$ cat src/rtl/lcg_stim_sequencer.sv
// lcg_stim_sequencer: LCG-driven stimulus source (valid/ready out)
// plus a 32-bit MISR that compacts the DUT response bus.
// Ports: clk, rst_n; start, seed_load, seed_in, num_vec (control);
// vec_data, vec_valid, vec_ready (stimulus handshake);
// resp_data, resp_valid (DUT response);
// busy, done, vec_count, signature (status).
module lcg_stim_sequencer #(
  parameter int          OUT_W     = 136,
  parameter int          RESP_W    = 159,
  parameter int          CNT_W     = 32,
  parameter logic [31:0] SEED_RST  = 32'd107191021,
  parameter logic [31:0] LCG_A     = 32'h41C64E6D,
  parameter logic [31:0] LCG_C     = 32'h3039,
  parameter logic [31:0] MISR_POLY = 32'h04C11DB7
) (
  input  logic              clk,
  input  logic              rst_n,
  input  logic              start,
  input  logic              seed_load,
  input  logic [31:0]       seed_in,
  input  logic [CNT_W-1:0]  num_vec,
  output logic [OUT_W-1:0]  vec_data,
  output logic              vec_valid,
  input  logic              vec_ready,
  input  logic [RESP_W-1:0] resp_data,
  input  logic              resp_valid,
  output logic              busy,
  output logic              done,
  output logic [CNT_W-1:0]  vec_count,
  output logic [31:0]       signature
);

  localparam int NCHUNK = (OUT_W + 31) / 32;
  localparam int LOW_W  = (NCHUNK > 1) ? 32 * (NCHUNK - 1) : 1;
  localparam int LAST_W = OUT_W - 32 * (NCHUNK - 1);
  localparam int KW     = (NCHUNK > 1) ? $clog2(NCHUNK) : 1;

  typedef enum logic [1:0] {
    S_IDLE,
    S_FILL,
    S_OFFER,
    S_DONE
  } state_t;

  state_t state, state_nxt;

  logic [31:0]      lcg_s;
  logic [31:0]      lcg_nxt;
  logic [LOW_W-1:0] shadow;
  logic [OUT_W-1:0] vec_load;
  logic [KW-1:0]    chunk_k;
  logic [CNT_W-1:0] num_vec_q;
  logic [CNT_W-1:0] cnt_inc;
  logic [31:0]      fold;
  logic [31:0]      misr_nxt;

  logic idle_like;
  logic start_acc;
  logic seed_acc;
  logic fill_step;
  logic last_chunk;
  logic xfer;

  assign idle_like  = (state == S_IDLE) || (state == S_DONE);
  assign start_acc  = start && idle_like;
  assign seed_acc   = seed_load && idle_like;
  assign fill_step  = (state == S_FILL);
  assign last_chunk = (chunk_k == KW'(NCHUNK - 1));
  assign xfer       = (state == S_OFFER) && vec_valid && vec_ready;
  assign cnt_inc    = vec_count + CNT_W'(1);
  assign lcg_nxt    = lcg_s * LCG_A + LCG_C;

  // Final chunk is truncated; its upper LCG bits are dropped.
  generate
    if (NCHUNK > 1) begin : g_multi
      assign vec_load = {lcg_nxt[LAST_W-1:0], shadow};

      always_ff @(posedge clk or negedge rst_n) begin
        if (!rst_n) begin
          shadow <= '0;
        end else if (fill_step && !last_chunk) begin
          shadow[int'(chunk_k)*32 +: 32] <= lcg_nxt;
        end
      end
    end else begin : g_single
      assign vec_load = lcg_nxt[OUT_W-1:0];
      assign shadow   = '0;
    end
  endgenerate

  // XOR-fold of all 32-bit response chunks; top chunk zero-padded.
  always_comb begin
    fold = '0;
    for (int i = 0; i < RESP_W; i++) begin
      fold[i % 32] = fold[i % 32] ^ resp_data[i];
    end
  end

  assign misr_nxt = {signature[30:0], 1'b0}
                  ^ (signature[31] ? MISR_POLY : 32'h0)
                  ^ fold;

  always_ff @(posedge clk or negedge rst_n) begin
    if (!rst_n) begin
      state <= S_IDLE;
    end else begin
      state <= state_nxt;
    end
  end

  always_comb begin
    state_nxt = state;
    busy      = 1'b0;
    done      = 1'b0;
    unique case (state)
      S_IDLE, S_DONE: begin
        done = (state == S_DONE);
        if (start_acc) begin
          state_nxt = (num_vec == '0) ? S_DONE : S_FILL;
        end
      end
      S_FILL: begin
        busy = 1'b1;
        if (last_chunk) begin
          state_nxt = S_OFFER;
        end
      end
      S_OFFER: begin
        busy = 1'b1;
        if (xfer) begin
          state_nxt = (cnt_inc == num_vec_q) ? S_DONE : S_FILL;
        end
      end
      default: state_nxt = S_IDLE;
    endcase
  end

  always_ff @(posedge clk or negedge rst_n) begin
    if (!rst_n) begin
      lcg_s     <= SEED_RST;
      chunk_k   <= '0;
      num_vec_q <= '0;
      vec_data  <= '0;
      vec_valid <= 1'b0;
      vec_count <= '0;
    end else begin
      if (seed_acc) begin
        lcg_s <= seed_in;
      end else if (fill_step) begin
        lcg_s <= lcg_nxt;
      end
      if (start_acc) begin
        num_vec_q <= num_vec;
        vec_count <= '0;
        chunk_k   <= '0;
      end
      if (fill_step) begin
        if (last_chunk) begin
          chunk_k   <= '0;
          vec_data  <= vec_load;
          vec_valid <= 1'b1;
        end else begin
          chunk_k <= chunk_k + KW'(1);
        end
      end
      if (xfer) begin
        vec_valid <= 1'b0;
        vec_count <= cnt_inc;
      end
    end
  end

  // A run start clears the signature and drops a coincident sample.
  always_ff @(posedge clk or negedge rst_n) begin
    if (!rst_n) begin
      signature <= '0;
    end else if (start_acc) begin
      signature <= '0;
    end else if (resp_valid) begin
      signature <= misr_nxt;
    end
  end

endmodule

$ cat config.mk
export PLATFORM = sky130hd
export DESIGN_NAME = lcg_stim_sequencer
export DESIGN_NICKNAME = d
export VERILOG_FILES = /design/src/rtl/lcg_stim_sequencer.sv
export SDC_FILE = /design/constraint.sdc
export NUM_CORES = 1
export LEC_CHECK = 0
export ABC_AREA = 0
export BUFFER_PORTS_ARGS = -buffer_cell sky130_fd_sc_hd__buf_2
export CAP_MARGIN = 5
export CORE_MARGIN = 8
export CORE_UTILIZATION = 60
export DETAILED_ROUTE_END_ITERATION = 7
export PLACE_DENSITY_LB_ADDON = 0.05
export SETUP_SLACK_MARGIN = 0.3
export SKIP_LAST_GASP = 1
export SYNTH_ARGS = -nofsm -noshare
export SYNTH_HDL_FRONTEND = slang
export SYNTH_SLANG_ARGS = --single-unit
$ cat constraint.sdc
create_clock -name clk -period 13.94 [get_ports clk]
set_input_delay 2.788 -clock clk [delete_from_list [all_inputs] [get_ports clk]]
set_output_delay 2.788 -clock clk [all_outputs]
set_load 0.01 [all_outputs]
==> results of run 1 <==
-- cell type report --
class                      instances  area [um2]  area share, %
sequential                       398        9980           31.5
clock inverter                    22         294          0.927
timing repair buffer             450        2320           7.32
multi-input combinational       1716       15600           49.2
tap                              600         751           2.37
inverter                         430        1610           5.09
clock buffer                      56        1160           3.67
-- synth_stat cells, types with 3 or more instances --
library cell / n / share of area [%]
a221o_1: 6 / 0.22
o31ai_1: 18 / 0.49
mux2i_1: 30 / 1.1
a21oi_1: 43 / 0.78
a21o_1: 14 / 0.38
o211ai_1: 7 / 0.19
clkbuf_1: 85 / 1.2
o21bai_1: 3 / 0.082
and2_1: 7 / 0.16
o311ai_0: 3 / 0.096
fa_1: 187 / 14
nor3_1: 19 / 0.35
nand2_1: 254 / 3.5
nor4_1: 13 / 0.30
nor2_1: 89 / 1.2
mux2_2: 158 / 6.5
a2111oi_0: 4 / 0.13
or2_2: 3 / 0.068
nor2b_1: 3 / 0.068
or3_1: 5 / 0.11
xnor2_1: 221 / 7.0
a32oi_1: 3 / 0.096
ha_1: 218 / 9.9
buf_1: 3 / 0.041
nand3_1: 38 / 0.69
dfrtp_1: 382 / 35
buf_2: 5 / 0.091
nand4_1: 16 / 0.36
xor2_1: 60 / 1.9
o21ai_0: 129 / 2.3
nand2b_1: 14 / 0.32
and3_1: 13 / 0.30
nor4b_1: 4 / 0.13
inv_1: 430 / 5.9
dfstp_2: 16 / 1.5
a31oi_1: 8 / 0.18
a22o_1: 58 / 1.8
nor3b_1: 5 / 0.14
a211oi_1: 25 / 0.68
-- worst max path at each step --
stage	start	to	slack, ns	cells past startpoint
2_1_floorplan	lcg_s[5]	shadow[29]	7.47	23
3_3_place_gp	lcg_s[0]	lcg_s[20]	6.37	23
3_5_place_dp	lcg_s[0]	lcg_s[20]	6.19	23
4_1_cts	lcg_s[0]	lcg_s[20]	6.22	23
5_1_grt	lcg_s[0]	lcg_s[20]	5.84	23
6_report	lcg_s[0]	lcg_s[20]	6.20	23
-- routing by layer --
layer,share of wire (%),vias up
li1,-,9414
met1,39,10279
met2,50,759
met3,7.0,154
met4,4.2,4
met5,0.036,-
-- stage by stage --
step	util [%]	worst slack (ns)	cell area [um2]	cells
after floorplan	-	7.47	27500	2637
after global placement	66.8	6.37	30300	3594
final	70.0	6.20	31700	3672
after global routing	70.0	5.84	31700	3672
after detailed placement	66.8	6.19	30300	3594
after CTS	70.0	6.22	31700	3672
-- cell families after synthesis --
group | Yosys count | synth area share, %
AO/OA/AOI/OAI | 345 | 8.31
XOR/XNOR | 281 | 8.95
adder cells (fa/ha/maj) | 405 | 23.5
buffers and inverters | 523 | 7.16
flip-flops | 398 | 36.3
multiplexers | 188 | 7.56
AND/OR/NAND/NOR | 497 | 8.22
-- sequential cells by signal, indices dropped and copies added (netlist names) --
register and count:
signature 32, state 2, lcg_s 32, chunk_k 3
vec_data 136, num_vec_q 32, vec_valid 1, shadow 128
vec_count 32
-- worst max-delay path, cell delays in order, from the launching register on --
cell and delay, ns:
dfstp_2 0.83, inv_1 0.16, ha_1 0.48, inv_1 0.26, ha_1 0.19, inv_1 0.04
fa_1 0.47, inv_1 0.05, fa_1 0.42, ha_1 0.29, inv_1 0.04, fa_1 0.48
inv_1 0.06, fa_1 0.53, inv_1 0.05, fa_1 0.52, inv_1 0.05, ha_1 0.24
a2111o_1 0.44, o211ai_1 0.45, a31oi_1 0.22, a311oi_1 1.05, a21oi_1 0.19, nor2_1 0.15
==> metrics.yaml, run 1 <==
status: "completed"
vias: 20610
wl_per_cell_um: 22.8
cp-start-kind: "register"
hp-class: "reg2reg"
dp_hpwl_um: 66200
avgSynthCellArea_um2: 10.4
period_minus_slack_ns: 7.74
clk_latency_ns: 0.60
hp-start: "shadow[33]"
ys.flop_type: "dfrtp_1"
n_fill_cell: 3458
drt-initial-drc-count: 1814
yosysUniqueCellTypes: 68
use_met1_pct: 38.3
core-area_mm2: 0.0453
clock-sinks: 398
cp.arrival_ns: 8.26
grtUsageMet2_pct: 53.5
rsz0062_at_grt: "no"
yosys_warnings: 0
wirelength_um: 83600
maxCapViolCount: 0
cp-end-kind: "register"
synthArstFlopShare_pct: 100
hold_end: "shadow[33]"
worst_pin_slew_ns: 1.34
diodes: 0
required_ns: 14.46
htree_num_levels: 2
ys_ff_latch: 398
initial_core_util_pct: 60.7
finalHoldViolCount: 0
row_count: 78
num-nets-final: 3672
postCtsSetupBuffers: 0
finClkSkew_ns: 0.0466
reg2reg_slack_ns: 6.20
cts_root_buf: "clkbuf_16"
finalSetupViolations: 0
critPathKind: "reg2reg"
syn_inst: 2637
cts_tree: "yes"
regToRegEndpoint: "lcg_s[20]"
num_io_pins: 432
setup_tns_ns: 0
grt_busiest_layer: "met2"
die_w_um: 230
synth-edff-count: 0
routed_via_density: 5.61
final_cell_mix: "inv_1, buf_2, dfrtp_1"
drc_errors: 0
dr.pass1.iters: 5
grt_first_pass_wirelength_um: 128000
antenna_left: 0
ctsLongestPathBuffers: 3
whs_ns: 0.475
grt_usage_pct: 31.4
finalCritPeriodShare_pct: 55.5
grt_pass1_vias: 22088
placement.io_buffers: 431
r2r_cells: 23
yosysSeqAreaShare_pct: 36.3
cts_buffers: 42
holdPathStages: 2
gp_congestion: 1.00
post_cts_resized: 0
cp_max_fo: 16
grt_max_degree: 194
grt.met3_usage_pct: 7.33
syn_nets: 3271
reg2reg_from: "lcg_s[0]"
drive_gt1_share_pct: 23.2
syn2layout_area_growth_pct: 15.3
clk_pin_slew_ns: 0.06
fp.dieH_um: 230
slew-limit-headroom_pct: 9.74
antenna_found_initial: 4
die_area_mm2: 0.0530
drv_slew: 0
max_freq_ghz: 0.129
synth_area_mm2: 0.0275
grt-ovfl-total: 0
cts_hold_buf: 0
Power of run 1 is not shown: default switching activity piles up to over one toggle a cycle in this logic, so the estimate is an artifact.
==> run 2: changes to the inputs <==
Settings changed: CORE_UTILIZATION 60 to 53.
Clock period 13.94 ns to 6.4 ns, I/O delays scaled along.
==> run 2 against run 1 <==
Net effect: the flow now finishes with violations (setup timing); count of clock-buffer cells in the layout rose by 8; cell area up 9.1%; non-clock buffer count rose by 167; via count is 4.4% higher; flip-flop and latch count did not move; die area grew 12%; hold slack barely moved; maximum frequency increased by 19%; clock skew is 0.0040 ns higher; worst setup slack worse by 6.3 ns; sequential share of layout area down 2.6 points; global-route usage down 1.0 points; critical path type unchanged.
==> metrics.yaml, run 2 (synthesis results as in run 1) <==
drt-initial-drc-count: 1431  # -21%
path_common_cell: "fa_1"
antenna_left: 0  # unchanged
cp.arrival_ns: 6.99  # -1.27 ns
clk_pin_slew_ns: 0.06  # about the same
final_cell_mix: "buf_2, inv_1, dfrtp_1"
cts_buffers: 44  # +4.8%
cp-end-kind: "register"
clk_latency_ns: 0.60  # about the same
htree_num_levels: 2  # unchanged
cp-start-kind: "register"
drv_slew: 0  # unchanged
final_util_pct: 67.4  # -2.6 points
path_buf_inv: 11  # +3
fp.dieH_um: 244  # +6.0%
reg2reg_slack_ns: -0.11  # -6.30 ns
grt_usage_pct: 30.4  # -1.0 points
pre_cts_slack_ns: -0.283  # -6.47 ns
hold_end: "shadow[32]"
period_minus_slack_ns: 6.51  # -1.24 ns
hp-start: "shadow[32]"
violations: "setup timing"
drive_gt1_share_pct: 33.3  # +10 points
initial_core_util_pct: 53.6  # -7.1 points
antenna_found_initial: 13  # +9
hp-class: "reg2reg"
holdPathStages: 2  # unchanged
grt_first_pass_wirelength_um: 139000  # +8.4%
status: "finished, violations left"
maxCapViolCount: 0  # unchanged
cts_tree: "yes"
cts_root_buf: "clkbuf_16"
dp.cells: 3790  # +5.5%
largest-register: "vec_data"
reg2reg_from: "lcg_s[7]"
die_area_mm2: 0.0595  # +12%
n_fill_cell: 4080  # +18%
cts_hold_buf: 0  # unchanged
wl_per_cell_um: 23.3  # +2.3%
crit_slowest_cell: "dfstp_2"
largest_reg_flops: 136  # unchanged
r2r_cells: 27  # +17%
num_io_pins: 432  # unchanged
slew-limit-headroom_pct: 27.6  # +18 points
register_area_mm2: 0.00998  # about the same
grt_pass1_vias: 22930  # +3.8%
finalCritPeriodShare_pct: 102  # +46 points
cp_top_family: "adder cells"
grt_max_degree: 121  # -38%
die_w_um: 244  # +6.0%
clock-sinks: 398  # unchanged
worst_pin_slew_ns: 1.08  # -0.263 ns
dr.pass1.iters: 7  # +2
wirelength_um: 91500  # +9.4%
grt-ovfl-total: 0  # unchanged
syn2layout_area_growth_pct: 25.7
layout_commonest_cell: "buf_2"
gp_congestion: 0.945  # -5.7%
multi_input_area_mm2: 0.0169  # +8.3%
row_count: 83  # +6.4%
max_stage_delay_ns: 0.60  # -0.45 ns
routed_via_density: 5.48  # -2.4%
drc_errors: 0  # unchanged
largestRegisters: "vec_data x136, shadow x128"
num-nets-final: 3841  # +4.6%
layout.cells.non_filler: 3927  # +6.9%
finalSetupViolations: 6  # +6
finalHoldViolCount: 0  # unchanged
rsz0062_at_grt: "yes"
regToRegEndpoint: "lcg_s[22]"
finClkSkew_ns: 0.0506  # +0.00401 ns
cp_max_fo: 5  # -11
timing.final.ws_setup_ns: -0.106  # -6.30 ns
critPathKind: "reg2reg"
ctsLongestPathBuffers: 3  # unchanged
whs_ns: 0.475  # +0.000468 ns
required_ns: 6.89  # -7.57 ns
max_freq_ghz: 0.154  # +19%
placement.io_buffers: 431  # unchanged
vias: 21510  # +4.4%
dp_hpwl_um: 72400  # +9.3%
core-area_mm2: 0.0513  # +13%
[run 2: cell types whose count changed in the layout (fill, tap and decap cells not counted), sizes merged]
cell	change
clkbuf	+8
clkinvlp	-1
diode	+4
inv	-3
buf	+167
[run 2: what timing repair did]
item,CTS,global route
pin swaps,85,71
buffers inserted,36,15
endpoints found under the setup margin,85,92
resized for setup,144,105
[run 2: per-stage QoR]
stage               instance area [um2]  setup TNS, ns
floorplan                         27900              0
global placement                  31600          -2.68
detailed placement                31600          -5.89
CTS                               34000              0
global route                      34600          -6.04
finish                            34600         -0.263
[run 2: final cells by class]
type                            count  share of cell area, %
Tap cell                          680                   2.46
Inverter                          430                   4.69
Clock buffer                       64                   3.66
Multi-Input combinational cell   1716                   48.8
Clock inverter                     18                  0.680
Antenna cell                        4                 0.0289
Sequential cell                   398                   28.9
Timing Repair Buffer              617                   10.8
[run 2: per-layer routing]
metal	part of all wire, %	wire [um]	vias up	GRT usage (%)
met5	0	0	-	0
met4	5.3	4840	0	14.0
met3	5.3	4860	201	4.66
met2	50	46100	754	52.3
met1	39	35600	10796	37.4
li1	-	-	9759	-
[run 2: worst max path at each step]
stage          cells past startpoint  slack, ns          to     start
2_1_floorplan                     23       0.27  shadow[29]  lcg_s[7]
3_3_place_gp                      24      -0.40   lcg_s[17]  lcg_s[3]
3_5_place_dp                      24      -0.28   lcg_s[17]  lcg_s[4]
4_1_cts                           26       0.08  shadow[92]  lcg_s[7]
5_1_grt                           27      -0.30   lcg_s[22]  lcg_s[7]
6_report                          27      -0.11   lcg_s[22]  lcg_s[7]
[run 2: tightest hold or removal path: stages (launching register included)]
cell and delay [ns]:
dfrtp_1 0.34, nand2_1 0.05, o31ai_1 0.05
Power of run 2 is left out for the same reason.
